$ cat src/rtl/game_controller_pkg.sv
// game_controller_pkg
//   Shared definitions for the pong game sequencer: state encodings,
//   datapath widths, default screen miss bounds and a score helper.
package game_controller_pkg;

  localparam int POS_W   = 10;  // ball x position width
  localparam int SCORE_W = 4;   // per-player score width
  localparam int FRAME_W = 8;   // frame counter width

  // Default miss bounds for a 640-pixel-wide playfield
  localparam int DEF_LEFT_MISS_X  = 8;
  localparam int DEF_RIGHT_MISS_X = 631;

  typedef enum logic [2:0] {
    ST_IDLE       = 3'd0,
    ST_SERVE_WAIT = 3'd1,
    ST_KICK       = 3'd2,
    ST_PLAY       = 3'd3,
    ST_SCORED     = 3'd4,
    ST_GAME_OVER  = 3'd5
  } state_e;

  // Scores are bounded by the win score, so a plain increment never wraps
  function automatic logic [SCORE_W-1:0] score_inc(input logic [SCORE_W-1:0] score);
    return score + 4'd1;
  endfunction

endpackage

$ cat src/rtl/game_controller_frame_delay_counter.sv
// frame_delay_counter
//   Counts vsync_start pulses and flags the limit-th one.
//   Ports:
//     clk         - clock
//     rst         - asynchronous reset, active-high
//     clear       - synchronous clear (wins over counting)
//     vsync_start - one-cycle pulse per frame
//     limit       - number of pulses to count (1..255)
//     expired     - high during the limit-th pulse
//   expired is decoded from the count register and the live pulse so the
//   consumer can change state on the very edge that samples that pulse.
module frame_delay_counter
  import game_controller_pkg::*;
(
  input  logic               clk,
  input  logic               rst,
  input  logic               clear,
  input  logic               vsync_start,
  input  logic [FRAME_W-1:0] limit,
  output logic               expired
);

  logic [FRAME_W-1:0] count_r;

  // Frame counter: clear has priority, otherwise count each vsync pulse
  always_ff @(posedge clk or posedge rst) begin
    if (rst) begin
      count_r <= 8'd0;
    end else if (clear) begin
      count_r <= 8'd0;
    end else if (vsync_start) begin
      count_r <= count_r + 8'd1;
    end else begin
      count_r <= count_r;
    end
  end

  assign expired = vsync_start & (count_r == (limit - 8'd1));

endmodule

$ cat src/rtl/game_controller.sv
// game_controller
//   Frame-synchronous pong sequencer: serves the ball, detects misses,
//   keeps both scores and ends the match at WIN_SCORE.
//   Ports:
//     clock_in, reset_in (async, active-high)
//     vsync_start_in  - one-cycle frame pulse
//     start_in        - debounced start button level
//     ball_x_pos_in   - ball x from ball_position
//     ckick_out       - serve request to ball_position
//     ball_reset_out  - recentre/hold request to ball_position
//     serve_dir_out   - 0 = toward right paddle, 1 = toward left
//     left_score_out, right_score_out, state_out
//     game_over_out, winner_out (0 = left, 1 = right)
module game_controller
  import game_controller_pkg::*;
#(
  parameter int WIN_SCORE          = 9,
  parameter int SERVE_DELAY_FRAMES = 60,
  parameter int SCORE_HOLD_FRAMES  = 90,
  parameter int LEFT_MISS_X        = DEF_LEFT_MISS_X,
  parameter int RIGHT_MISS_X       = DEF_RIGHT_MISS_X
) (
  input  logic               clock_in,
  input  logic               reset_in,
  input  logic               vsync_start_in,
  input  logic               start_in,
  input  logic [POS_W-1:0]   ball_x_pos_in,
  output logic               ckick_out,
  output logic               ball_reset_out,
  output logic               serve_dir_out,
  output logic [SCORE_W-1:0] left_score_out,
  output logic [SCORE_W-1:0] right_score_out,
  output logic [2:0]         state_out,
  output logic               game_over_out,
  output logic               winner_out
);

  state_e             state_r;
  logic               start_q_r;
  logic               start_edge_s;
  logic               expired_s;
  logic               frame_clear_s;
  logic [FRAME_W-1:0] frame_limit_s;

  assign start_edge_s = start_in & ~start_q_r;
  assign state_out    = state_r;

  // Counter runs only while waiting; any expiry also clears it so the next
  // waiting state starts from zero (this also drops a pulse seen on entry)
  always_comb begin
    frame_clear_s = 1'b1;
    if ((state_r == ST_SERVE_WAIT) || (state_r == ST_SCORED)) begin
      frame_clear_s = expired_s;
    end else begin
      frame_clear_s = 1'b1;
    end
  end

  // Delay length depends on which waiting state is active
  always_comb begin
    frame_limit_s = 8'(SERVE_DELAY_FRAMES);
    if (state_r == ST_SCORED) begin
      frame_limit_s = 8'(SCORE_HOLD_FRAMES);
    end else begin
      frame_limit_s = 8'(SERVE_DELAY_FRAMES);
    end
  end

  frame_delay_counter u_frame_delay (
    .clk         (clock_in),
    .rst         (reset_in),
    .clear       (frame_clear_s),
    .vsync_start (vsync_start_in),
    .limit       (frame_limit_s),
    .expired     (expired_s)
  );

  // Game FSM with all outputs registered alongside the state
  always_ff @(posedge clock_in or posedge reset_in) begin
    if (reset_in) begin
      state_r         <= ST_IDLE;
      start_q_r       <= 1'b1;  // a button held through reset is not a press
      ckick_out       <= 1'b0;
      ball_reset_out  <= 1'b1;
      serve_dir_out   <= 1'b0;
      left_score_out  <= 4'd0;
      right_score_out <= 4'd0;
      game_over_out   <= 1'b0;
      winner_out      <= 1'b0;
    end else begin
      start_q_r <= start_in;
      case (state_r)
        ST_IDLE, ST_GAME_OVER: begin
          if (start_edge_s) begin
            state_r         <= ST_SERVE_WAIT;
            left_score_out  <= 4'd0;
            right_score_out <= 4'd0;
            serve_dir_out   <= 1'b0;
            ckick_out       <= 1'b0;
            ball_reset_out  <= 1'b1;
            game_over_out   <= 1'b0;
            winner_out      <= 1'b0;
          end
        end
        ST_SERVE_WAIT: begin
          if (expired_s) begin
            state_r        <= ST_KICK;
            ckick_out      <= 1'b1;
            ball_reset_out <= 1'b0;
          end
        end
        ST_KICK: begin
          // Holding the kick until the next frame pulse guarantees the
          // ball block sees it on at least one frame update
          if (vsync_start_in) begin
            state_r   <= ST_PLAY;
            ckick_out <= 1'b0;
          end
        end
        ST_PLAY: begin
          if (vsync_start_in) begin
            if (ball_x_pos_in <= 10'(LEFT_MISS_X)) begin
              state_r         <= ST_SCORED;
              right_score_out <= score_inc(right_score_out);
              serve_dir_out   <= 1'b1;
              ball_reset_out  <= 1'b1;
            end else if (ball_x_pos_in >= 10'(RIGHT_MISS_X)) begin
              state_r        <= ST_SCORED;
              left_score_out <= score_inc(left_score_out);
              serve_dir_out  <= 1'b0;
              ball_reset_out <= 1'b1;
            end
          end
        end
        ST_SCORED: begin
          if (expired_s) begin
            if ((left_score_out == 4'(WIN_SCORE)) || (right_score_out == 4'(WIN_SCORE))) begin
              state_r       <= ST_GAME_OVER;
              game_over_out <= 1'b1;
              winner_out    <= (right_score_out == 4'(WIN_SCORE));
            end else begin
              state_r <= ST_SERVE_WAIT;
            end
          end
        end
        default: begin
          // Unused codes fall back to a clean idle
          state_r        <= ST_IDLE;
          ckick_out      <= 1'b0;
          ball_reset_out <= 1'b1;
          game_over_out  <= 1'b0;
        end
      endcase
    end
  end

endmodule

$ cat config.mk
export PLATFORM = sky130hd
export DESIGN_NAME = game_controller
export DESIGN_NICKNAME = d
export VERILOG_FILES = /design/src/rtl/game_controller_pkg.sv /design/src/rtl/game_controller_frame_delay_counter.sv /design/src/rtl/game_controller.sv
export SDC_FILE = /design/constraint.sdc
export NUM_CORES = 1
export LEC_CHECK = 0
export ABC_AREA = 1
export CORE_MARGIN = 5
export CORE_UTILIZATION = 55
export DETAILED_ROUTE_END_ITERATION = 7
export PLACE_DENSITY = 0.86
export SETUP_SLACK_MARGIN = 0.5
export SYNTH_ARGS = -nofsm -noshare
export SYNTH_HDL_FRONTEND = slang
export SYNTH_SLANG_ARGS = --single-unit
$ cat constraint.sdc
create_clock -name clock_in -period 2.5 [get_ports clock_in]
set_input_delay 0.25 -clock clock_in [delete_from_list [all_inputs] [get_ports clock_in]]
set_output_delay 0.25 -clock clock_in [all_outputs]
set_load 0.02 [all_outputs]
==> results of run 1 <==
synthesized netlist by cell type (all sizes together) (3+ instances only):
cell type	number
nor3	6
nor2	29
buf	3
nand2	75
xor2	4
dfrtp	23
nand3	20
a21oi	4
nand4	4
inv	25
o21ai	9
nor3b	3
ha	5
metrics by stage:
stage / power [mW] / setup WS (ns) / instance area [sq um] / util / instances
floorplan: 1.26 / 1.01 / 1620 / - / 218
global route: 1.82 / 0.550 / 1950 / 0.703 / 280
detailed placement: 1.49 / 0.526 / 1930 / 0.693 / 276
global placement: 1.47 / 0.601 / 1930 / 0.693 / 276
finish: 1.66 / 0.673 / 1950 / 0.703 / 280
CTS: 1.67 / 0.659 / 1950 / 0.703 / 280
sequential cells by signal, summed over array words and instances (netlist names):
name,cells
ball_reset_out,1
ckick_out,1
left_score_out,4
u_frame_delay.count_r,8
serve_dir_out,1
game_over_out,1
start_q_r,1
winner_out,1
right_score_out,4
state_out,3
layout by cell type, fill, tap and decap left out:
master	netlist	routed
nand2_1	71	71
clkdlybuf4s50_1	0	29
nor2_1	25	25
dfrtp_1	23	23
inv_1	20	20
nand3_1	18	18
inv_2	5	5
o21ai_0	5	5
ha_1	5	5
xor2_1	4	4
nand4_1	4	4
o21ai_1	3	3
nor3_1	3	3
nor3b_1	3	3
a21oi_1	3	3
clkbuf_4	0	3
nand3_2	2	2
nand2_2	2	2
nand2_4	2	2
nor2_4	2	2
xnor2_1	2	2
nor3_2	2	2
dfstp_2	2	2
nor2b_2	1	1
a21oi_2	1	1
nor3_4	1	1
nor2_8	1	1
o21ai_2	1	1
nor2_2	1	1
nand3b_1	1	1
or2_2	1	1
and2_1	1	1
clkbuf_1	0	1
buf_4	1	1
cells by family after synthesis:
kind of cell,count (synthesis),synth area share
and+or+nand+nor,141,0.421
adders and majority gates,5,0.0386
AOI/OAI and AO/OA,13,0.0447
buffers and inverters,28,0.0764
xor gates and xnor gates,6,0.0324
DFF,25,0.387
power by group:
part | switching, mW | internal, mW | leakage, nW
sequential | 0.0851 | 0.483 | 0.336
combinational | 0.577 | 0.335 | 0.588
clock | 0.119 | 0.0624 | 0.0150
total | 0.781 | 0.880 | 0.939
worst paths after layout:
check                          startpoint             end  slack [ns]  depth (start not counted)
setup / recovery             state_out[2]    state_out[2]        0.67                          1
hold / removal                   reset_in   game_over_out        0.26                          3
setup reg to reg             state_out[0]    state_out[2]        0.76                          7
hold reg to reg            ball_reset_out  ball_reset_out        0.47                          2
max in group asynchronous        reset_in  ball_reset_out        1.95                          3
min in group clock_in            start_in       start_q_r        0.34                          1
layout make-up:
type / instances / area, sq um / area share
clock buffer: 4 / 26.3 / 0.0134
sequential: 25 / 628 / 0.321
inverter: 25 / 93.8 / 0.0480
timing repair buffer: 30 / 298 / 0.152
multi-input combinational: 165 / 870 / 0.445
tap: 31 / 38.8 / 0.0198
routing by layer:
metal  up-vias  part of all wire  wire [um]  global-route usage
met1       648              0.45       1460               0.219
met2        31              0.49       1560               0.292
met5         -                 0          0                   0
met4         0            0.0072         23              0.0458
li1        750                 -          -                   -
met3         4             0.051        164              0.0350
==> flow_summary.ini, run 1 <==
[min_path]
min_path_type = primary input to asynchronous set/reset pin

[clocking]
cts-root-buf = clkbuf_4
clock-sinks = 25
clk_latency_ns = 0.32
cts_resized = 0
h-tree-depth = 1
numCtsBuffers = 3
postCtsSetupBuffers = 0
cts_buffer_depth = 2
cts_tree = built
clk_pin_slew_worst_paths_ns = 0.14
cts-hold-fix-buffers = 0

[global_routing]
grt_usage = 0.171
grt_pass1_wl_mm = 5.87
grt_max_degree = 26
grt_overflow_total = 0
antenna_found_initial = 0
grt_pass1_vias = 1365

[yosys]
yosys_warnings = 0
synth_top_area_frac = 0.355
synthFlopType = dfrtp_1
synth_nets = 237
syn_inst = 218
ys_ff_latch = 25
synth_area_leaders = dfrtp_1, nand2_1, nor2_1
yosys.area.top_type = dfrtp_1
synth_area_sq_um = 1620
synth_seq_area_share = 0.387
syn_area_per_cell_sq_um = 7.44
synth-async-reset-ratio = 1.00
synth-edff-count = 0
ys_types = 32

[drt]
firstDrtPassIters = 4
avgRoutedWirePerCell_um = 11.5
first_iter_violations = 83
ant_nets = 0
via_per_inst = 5.12
drcViolationCount = 0
wl_mm = 3.21
num_vias = 1433

[critical_path]
cp.buffers_inverters = 1
crit_arrival_ns = 1.58
critPathLaunchType = flop
slowest_delay_ns = 0.68
required_ns = 2.25
critPathCaptureType = output port
path_delay_family = buffers and inverters
critPathMaxFanout = 10
crit_chain = clkdlybuf4s50_1
crit_slowest_cell = clkdlybuf4s50_1
path_class = flop to output port

[sta]
finalMaxSlewViolations = 0
post-route-period-util = 0.731
slew_headroom = 0.694
tns_ns = 0
skew_ns = 0.00967
rsz0062_at_grt = false
whs_ns = 0.258
max_freq_mhz = 547
setup_viol_count_final = 0
min_period_ns = 1.83
hold_viol = 0
tightest_slew_ns = 0.458

[floorplan]
floorplan.initialDensity = 0.583
dieArea_sq_um = 4130
core_sq_um = 2780
num_rows = 19
io-pin-count = 30
die_y_um = 64.3
die_w_um = 64.3

[cells_and_area]
diodes = 0
drive_gt1_frac = 0.112
final_nets = 269
area_growth_pct = 20.5
final.fill_count = 239

[pwr]
p_leak_nw = 0.939
max-vdd-ir-drop_uv = 785
p_per_area_nw_per_um2 = 850

[place]
place.gp.congestion = 0.872
dp_hpwl_mm = 2.54
portBuffers = 29

[status]
outcome = finished clean

[run]
drv_cap = 0
(Power assumes the default switching activity.)
==> run 2: changes to the inputs <==
--- a/config.mk
+++ b/config.mk
@@ -7,9 +7,9 @@
 export LEC_CHECK = 0
 export ABC_AREA = 1
 export CORE_MARGIN = 5
-export CORE_UTILIZATION = 55
+export CORE_UTILIZATION = 47
 export DETAILED_ROUTE_END_ITERATION = 7
-export PLACE_DENSITY = 0.86
+export PLACE_DENSITY = 0.79
 export SETUP_SLACK_MARGIN = 0.5
 export SYNTH_ARGS = -nofsm -noshare
 export SYNTH_HDL_FRONTEND = slang
==> constraint.sdc (replaced) <==
create_clock -name clock_in -period 1.63 [get_ports clock_in]
set_input_delay 0.163 -clock clock_in [delete_from_list [all_inputs] [get_ports clock_in]]
set_output_delay 0.163 -clock clock_in [all_outputs]
set_load 0.02 [all_outputs]
==> run 2 against run 1 <==
Against the previous run:
- worst hold slack got worse by 0.086 ns
- total power rose by 72%
- highest routed layer unchanged
- utilization down 4.5 points
- non-clock buffer count rose by 23
- routed wire length up 13%
- critical path depth grew 8
- sequential cell count is the same
- cell count increased by 14%
- via count is 6.6% higher
- register-to-register slack got worse by 0.62 ns
- clock power up 65%
- first-iteration DRC count decreased by 20%
==> flow_summary.ini, run 2 (synthesized netlist as in run 1, its figures left out) <==
[status]
outcome = finished clean

[critical_path]
slowest_delay_ns = 0.45
path_class = flop to flop
critPathCaptureType = flop
required_ns = 1.87
path_delay_family = simple AND/OR/NAND/NOR gates
crit_arrival_ns = 1.73
critPathLaunchType = flop
critPathMaxFanout = 6
crit_chain = inv_2 -> nor3_4 -> inv_2 -> nand2_2 -> nand2_4 -> nor2_4 -> nand2_4 -> nand2_2 -> nand2_1
crit_slowest_cell = dfrtp_2
cp.buffers_inverters = 2

[pwr]
p_per_area_nw_per_um2 = 1300
p_leak_nw = 1.09
max-vdd-ir-drop_uv = 745
report.power.total_mw = 2.86

[sta]
finalMaxSlewViolations = 0
rsz0062_at_grt = true
skew_ns = 0.00591
tns_ns = 0
whs_ns = 0.172
min_period_ns = 1.49
slew_headroom = 0.784
max_freq_mhz = 671
fin_ws_ns = 0.139
hold_viol = 0
post-route-period-util = 0.915
tightest_slew_ns = 0.324
setup_viol_count_final = 0

[global_routing]
grt_usage = 0.169
grt_pass1_vias = 1418
antenna_found_initial = 0
grt_max_degree = 26
grt_overflow_total = 0
grt_pass1_wl_mm = 6.10

[drt]
via_per_inst = 4.81
num_vias = 1528
firstDrtPassIters = 4
wl_mm = 3.62
ant_nets = 0
drcViolationCount = 0
avgRoutedWirePerCell_um = 11.4
first_iter_violations = 66

[cells_and_area]
top_regs = u_frame_delay.count_r x8, left_score_out x4, right_score_out x4
largest_register_ffs = 8
register_area_sq_um = 634
diodes = 0
final.fill_count = 309
drive_gt1_frac = 0.309
layout_common_cells = nand2_1, nor2_1, buf_4
finalInstanceArea_sq_um = 2190
top_register = u_frame_delay.count_r
final_nets = 292
final_common_cell = nand2_1
multi_input_area_sq_um = 913
area_growth_pct = 35.3

[place]
pre_cts_ws_ns = 0.0139
place.gp.congestion = 0.895
placed_area_sq_um = 2010
dp_hpwl_mm = 2.68
portBuffers = 29

[run]
drv_cap = 0

[floorplan]
num_rows = 21
core_sq_um = 3340
dieArea_sq_um = 4720
io-pin-count = 30
floorplan.initialDensity = 0.486
die_w_um = 68.7
die_y_um = 68.7

[clocking]
clk_latency_ns = 0.33
cts-root-buf = clkbuf_4
cts_buffer_depth = 2
cts_tree = built
numCtsBuffers = 3
clock-sinks = 25
h-tree-depth = 1
clk_pin_slew_worst_paths_ns = 0.15
cts-hold-fix-buffers = 0

[min_path]
min_path_type = primary input to asynchronous set/reset pin
[run 2: cell count changes in the layout (fill, tap and decap cells not counted), sizes merged]
| cell | change |
|---|---|
| buf | +38 |
| dlygate4sd2 | +1 |
| clkbuf | -1 |
| clkinvlp | +1 |
| clkdlybuf4s50 | -16 |
[run 2: path summary, 6_finish.rpt]
check / startpoint / endpoint / slack [ns] / cells past startpoint
worst min-delay path: reset_in / u_frame_delay.count_r[4] / 0.17 / 3
worst min register to register: ball_reset_out / ball_reset_out / 0.48 / 2
min in group clock_in: start_in / start_q_r / 0.25 / 1
worst max-delay path: state_out[1] / left_score_out[1] / 0.14 / 9
max in group asynchronous: reset_in / ball_reset_out / 1.15 / 3
worst max register to register: state_out[1] / left_score_out[1] / 0.14 / 9
[run 2: layout make-up]
cell class                 instances  share of cell area
sequential                        25               0.289
timing repair buffer              53               0.212
tap                               46              0.0262
inverter                          25              0.0428
clock inverter                     1             0.00342
multi-input combinational        165               0.416
clock buffer                       3              0.0103
[run 2: through the flow]
step / std cells / util
2_1_floorplan: 218 / -
3_3_place_gp: 298 / 0.602
3_5_place_dp: 298 / 0.602
4_1_cts: 316 / 0.635
5_1_grt: 318 / 0.657
6_report: 318 / 0.657
[run 2: repair_timing]
action,CTS,global route
setup buffers,14,2
pin swaps,5,7
gates resized for setup,71,24
endpoints found under the setup margin,40,36
[run 2: metal layers]
| layer | global-route usage | vias up | part of all wire |
|---|---|---|---|
| met5 | 0 | - | 0 |
| met4 | 0.0365 | 0 | 0.0083 |
| met3 | 0.0194 | 4 | 0.038 |
| met2 | 0.300 | 25 | 0.51 |
| met1 | 0.220 | 704 | 0.45 |
| li1 | - | 795 | - |
[run 2: tightest hold or removal path: cells and delay by family]
family                 cells  cell delay [ns]
buffers and inverters      3             0.77
[run 2: power breakdown]
part           total, mW  internal [mW]  switching (mW)
clock network      0.298         0.0939           0.204
logic               1.69          0.706           0.988
registers          0.870          0.750           0.120
total               2.86           1.55            1.31
==> run 3: changes to the inputs <==
--- a/config.mk
+++ b/config.mk
@@ -9,7 +9,7 @@
 export CORE_MARGIN = 5
 export CORE_UTILIZATION = 47
 export DETAILED_ROUTE_END_ITERATION = 7
-export PLACE_DENSITY = 0.79
+export PLACE_DENSITY_LB_ADDON = 0.05
 export SETUP_SLACK_MARGIN = 0.5
 export SYNTH_ARGS = -nofsm -noshare
 export SYNTH_HDL_FRONTEND = slang
==> run 3 against run 2 <==
Against the previous run:
- critical endpoint is now left_score_out[2]
- total power increased by 9.1%
- clock power is 6% lower
- final area up 7.4%
==> flow_summary.ini, run 3 (synthesized netlist as in run 1, its figures left out) <==
[status]
outcome = finished clean

[cells_and_area]
largest_register_ffs = 8
final_common_cell = nand2_1
drive_gt1_frac = 0.395
final_core_util = 0.706
top_regs = u_frame_delay.count_r x8, left_score_out x4, right_score_out x4
layout_common_cells = nand2_1, buf_4, nor2_1
final_nets = 301
diodes = 0
top_register = u_frame_delay.count_r
area_growth_pct = 45.3

[sta]
post-route-period-util = 0.940
tightest_slew_ns = 0.319
slew_headroom = 0.788
min_period_ns = 1.53
rsz0062_at_grt = true
finalMaxSlewViolations = 0
max_freq_mhz = 653
whs_ns = 0.172
setup_viol_count_final = 0
tns_ns = 0
skew_ns = 0.00513
hold_viol = 0

[global_routing]
antenna_found_initial = 0
grt_pass1_wl_mm = 6.20
grt_overflow_total = 0
use_met1 = 0.212
use_met3 = 0.0211
gr-usage-met2 = 0.315
grt_pass1_vias = 1460
grt-busiest-layer = met2
grt_max_degree = 26
grt_usage = 0.172

[critical_path]
crit_slowest_cell = dfrtp_2
slowest_delay_ns = 0.50
crit_path_end = left_score_out[2]
critPathLaunchType = flop
cp.buffers_inverters = 2
path_delay_family = simple AND/OR/NAND/NOR gates
reg2regPathDepth = 9
ff2ff_setup_slack_ns = 0.1
crit_chain = inv_2 -> nor3_4 -> inv_2 -> nand2_2 -> nand2_4 -> nor2_4 -> nand2_4 -> nand2_1 -> nand2_1
critPathMaxFanout = 7
path_class = flop to flop
crit_arrival_ns = 1.76
critPathCaptureType = flop
reg2reg_to = left_score_out[2]
reg2reg_from = state_out[0]
startpoint = state_out[0]
cp_num_cells = 9
required_ns = 1.86

[clocking]
h-tree-depth = 1
numCtsBuffers = 3
cts-hold-fix-buffers = 0
clk_latency_ns = 0.32
clk_pin_slew_worst_paths_ns = 0.14
cts_buffer_depth = 2
clock-sinks = 25
cts_tree = built
cts-root-buf = clkbuf_4

[place]
dp_hpwl_mm = 2.62
place.gp.congestion = 0.866
portBuffers = 29

[drt]
avgRoutedWirePerCell_um = 11.7
first_iter_violations = 69
wl_mm = 3.82
via_per_inst = 4.93
ant_nets = 0
drcViolationCount = 0
firstDrtPassIters = 4
num_vias = 1611

[floorplan]
dieArea_sq_um = 4720
core_sq_um = 3340
floorplan.initialDensity = 0.486
die_y_um = 68.7
die_w_um = 68.7
io-pin-count = 30
num_rows = 21

[pwr]
power_switching_share = 0.462
p_leak_nw = 1.18
p_per_area_nw_per_um2 = 1320
p_clk_frac = 0.090
power_switching_mw = 1.44
power_frac_seq = 0.288
power.internal_mw = 1.68
max-vdd-ir-drop_uv = 593
pwr-share-comb = 0.622

[run]
drv_cap = 0

[min_path]
min_path_type = primary input to asynchronous set/reset pin
[run 3: cell types whose count changed in the layout (fill, tap and decap cells not counted), moves of 3 or more]
cell	before	now
buf_4	22	27
buf_2	5	9
nand2_1	65	60
o21ai_1	2	5
nand2_4	2	5
nor2_1	23	20
nand3_1	17	11
o21ai_0	5	2
nand3_2	1	6
[run 3: per-layer routing]
layer / vias up / wire length [um]
li1: 818 / -
met1: 759 / 1620
met2: 27 / 2010
met3: 7 / 129
met4: 0 / 49
met5: - / 0
[run 3: layout make-up]
type,instances,area [sq um]
Timing Repair Buffer,62,522
Multi-Input combinational cell,165,1020
Tap cell,46,57.6
Clock buffer,3,22.5
Inverter,25,96.3
Fill cell,295,981
Sequential cell,25,634
Clock inverter,1,5.00
[run 3: worst min-delay path by stage]
stage,slack [ns],to,cells past startpoint
after floorplan,0.17,start_q_r,0
after global placement,0.46,ball_reset_out,2
after detailed placement,0.46,ball_reset_out,2
after CTS,0.18,u_frame_delay.count_r[5],3
after global routing,0.21,u_frame_delay.count_r[5],3
final,0.17,left_score_out[2],3
[run 3: timing repair]
item	4_1_cts	5_1_grt
setup endpoints to repair	40	33
pin swaps	6	14
buffers inserted	18	6
gates resized for setup	82	39
[run 3: worst reg2reg max path: cells and delay by family (launching register included)]
family | cells | cell delay (ns)
simple gates | 7 | 0.79
flops | 1 | 0.50
buf+inv | 2 | 0.16
[run 3: power by group through the flow]
| stage | clock [mW] | combinational, mW | sequential [mW] |
|---|---|---|---|
| after floorplan | 0 | 0.995 | 0.971 |
| after global placement | 0 | 1.48 | 0.900 |
| after detailed placement | 0 | 1.49 | 0.904 |
| after CTS | 0.293 | 1.71 | 0.874 |
| after global routing | 0.319 | 2.12 | 0.920 |
| final | 0.280 | 1.94 | 0.900 |
[run 3: through the flow]
step | total power [mW] | instance area (sq um) | setup WS, ns | cells
2_1_floorplan | 1.97 | 1640 | 0.213 | 218
3_3_place_gp | 2.38 | 2020 | 0.0177 | 299
3_5_place_dp | 2.39 | 2020 | 0.0163 | 299
4_1_cts | 2.88 | 2200 | 0.164 | 321
5_1_grt | 3.36 | 2360 | -0.000138 | 327
6_report | 3.12 | 2360 | 0.0977 | 327
==> RTL change: new RTL, settings of run 3 <==
Add an input register stage for `ball_x_pos_in`, without a reset; this delays it by one clock. The other inputs are not delayed to match.
--- a/src/rtl/game_controller.sv
+++ b/src/rtl/game_controller.sv
@@ -35,4 +35,10 @@
   output logic               winner_out
 );
+
+  logic [POS_W-1:0] ball_x_pos_q;
+
+  always_ff @(posedge clock_in) begin
+    ball_x_pos_q <= ball_x_pos_in;
+  end
 
   state_e             state_r;
@@ -120,10 +126,10 @@
         ST_PLAY: begin
           if (vsync_start_in) begin
-            if (ball_x_pos_in <= 10'(LEFT_MISS_X)) begin
+            if (ball_x_pos_q <= 10'(LEFT_MISS_X)) begin
               state_r         <= ST_SCORED;
               right_score_out <= score_inc(right_score_out);
               serve_dir_out   <= 1'b1;
               ball_reset_out  <= 1'b1;
-            end else if (ball_x_pos_in >= 10'(RIGHT_MISS_X)) begin
+            end else if (ball_x_pos_q >= 10'(RIGHT_MISS_X)) begin
               state_r        <= ST_SCORED;
               left_score_out <= score_inc(left_score_out);
Behaviour: no difference found for any inputs over 10 cycles, from zero or initial values and one cycle with reset_in high; that may be too few to reach the edited logic, so the function may still have changed.
==> RTL change against run 3 <==
  * Sequential cell count rose by 10
  * Core utilization fell by 4.4 points
  * Power rose by 11%
  * Critical path depth did not move
  * Design area rose by 2.8%
  * Worst hold slack improved by 0.040 ns
  * Wire length rose by 0.34%
  * Setup slack improved by 0.072 ns
  * Synthesized area rose by 9.1%
==> RTL change: results (changes against run 3) <==
stage,metric,value,unit,change
synthesis,synth_commonest_cells,"63 x nand2_1, 27 x inv_1, 23 x dfrtp_1",,
clocking,clockBufferDepth,2,,unchanged
place,post-place-ws,0.0226,ns,+0.00623 ns
drt,wl_per_cell,11.6,µm,-0.87%
synthesis,syn_area_per_cell,7.90,µm²,+6.2%
timing,whs,0.212,ns,+0.0395 ns
global_route,grt_pass1_wl,6330,µm,+2.1%
clocking,clock_latency,0.29,ns,-0.03 ns
clocking,cts_resized,67,,-18%
synthesis,ys_types,26,,-19%
drt,route.vias.total,1602,,-0.56%
drt,wl_met2,1860,µm,-7.5%
drt,wl_met1,1710,µm,+5.4%
place,place_hpwl,2570,µm,-1.7%
timing,timing.final.ws_setup,0.170,ns,+0.0722 ns
layout,regArea,837,µm²,+32%
global_route,use_met3,3.79,%,+1.7 points
timing,clock_skew,0.00682,ns,+0.00169 ns
layout,non_clock_buffer_area_share,17.6,%,-4.6 points
clocking,clk_pin_slew,0.08,ns,-0.06 ns
layout,drive_gt1_share,33.6,%,-5.9 points
synthesis,ys_seq_area_share,46.8,%,+8.1 points
synthesis,async_reset_ff_share,71.4,%,-29 points
layout,clk_share,3.72,%,+2.6 points
worst_setup_path,cp_max_fo,8,,+1
worst_setup_path,arrival,1.68,ns,-0.08 ns
global_route,grt_pass1_vias,1494,,+2.3%
worst_setup_path,timing.critical_path.to,u_frame_delay.count_r[5],,
place,gp_congestion,0.825,,-4.8%
drt,first_iter_violations,92,,+33%
synthesis,synth_area_leaders,"dfrtp_1 33%, nand2_1 13%, dfxtp_1 11%",,
layout,multi_input_gates,158,,-4.2%
layout,seq_cell_count,35,,+40%
clocking,htreeDepth,2,,+1
pwr,p_leak,1.21,nW,+2.8%
clocking,ctsRootBufferMaster,clkbuf_8,,
place,placed_area,2210,µm²,+9.7%
timing,tightestPinTransition,0.331,ns,+0.0125 ns
drt,totalWireLength,3830,µm,+0.34%
synthesis,synth_nets,243,,+2.5%
global_route,use_met1,18.4,%,-2.8 points
clocking,cts_setup_buffers,9,,-9
floorplanning,dieArea,5090,µm²,+7.8%
layout,clock_buffers,5,,+2
global_route,grt.total_usage,15.5,%,-1.7 points
layout,largestRegisters,"ball_x_pos_q (10), u_frame_delay.count_r (8)",,
place,dp_cells,306,,+2.3%
layout,multi_input_area,898,µm²,-12%
layout,inv_count,29,,+16%
drt,dr_wl_met3,186,µm,+44%
synthesis,yosys_warnings,0,,unchanged
layout,fillers,334,,+13%
status,status,"complete, no violations",,
worst_setup_path,max_stage_delay,0.46,ns,-0.04 ns
==> RTL change: changes by cell type in the layout (fill, tap and decap cells not counted), sizes merged, moves of 2 or more <==
cell	before	now
buf	48	35
clkbuf	3	8
clkdlybuf4s15	0	2
dfxtp	0	10
inv	25	32
nand2	75	68
nand3	20	17
nand4	4	9
nor2	29	23
nor3	6	4
o21ai	9	13
or2	1	4
xnor2	2	0
==> RTL change: kinds of logic (layout without fill, tap and decap cells) <==
kind of cell | count (synthesis) | after routing | synth area share (%)
compound gates | 20 | 20 | 6.08
xor+xnor | 4 | 4 | 1.98
fa+ha+maj | 5 | 5 | 3.54
buf+inv | 31 | 90 | 7.07
flops | 35 | 35 | 46.8
simple gates | 129 | 129 | 34.5
==> RTL change: report_power, final <==
group          switching (W)  internal [W]
clock network       0.000344      0.000308
logic               0.000940      0.000727
registers           0.000135      0.000999
total                0.00142       0.00203
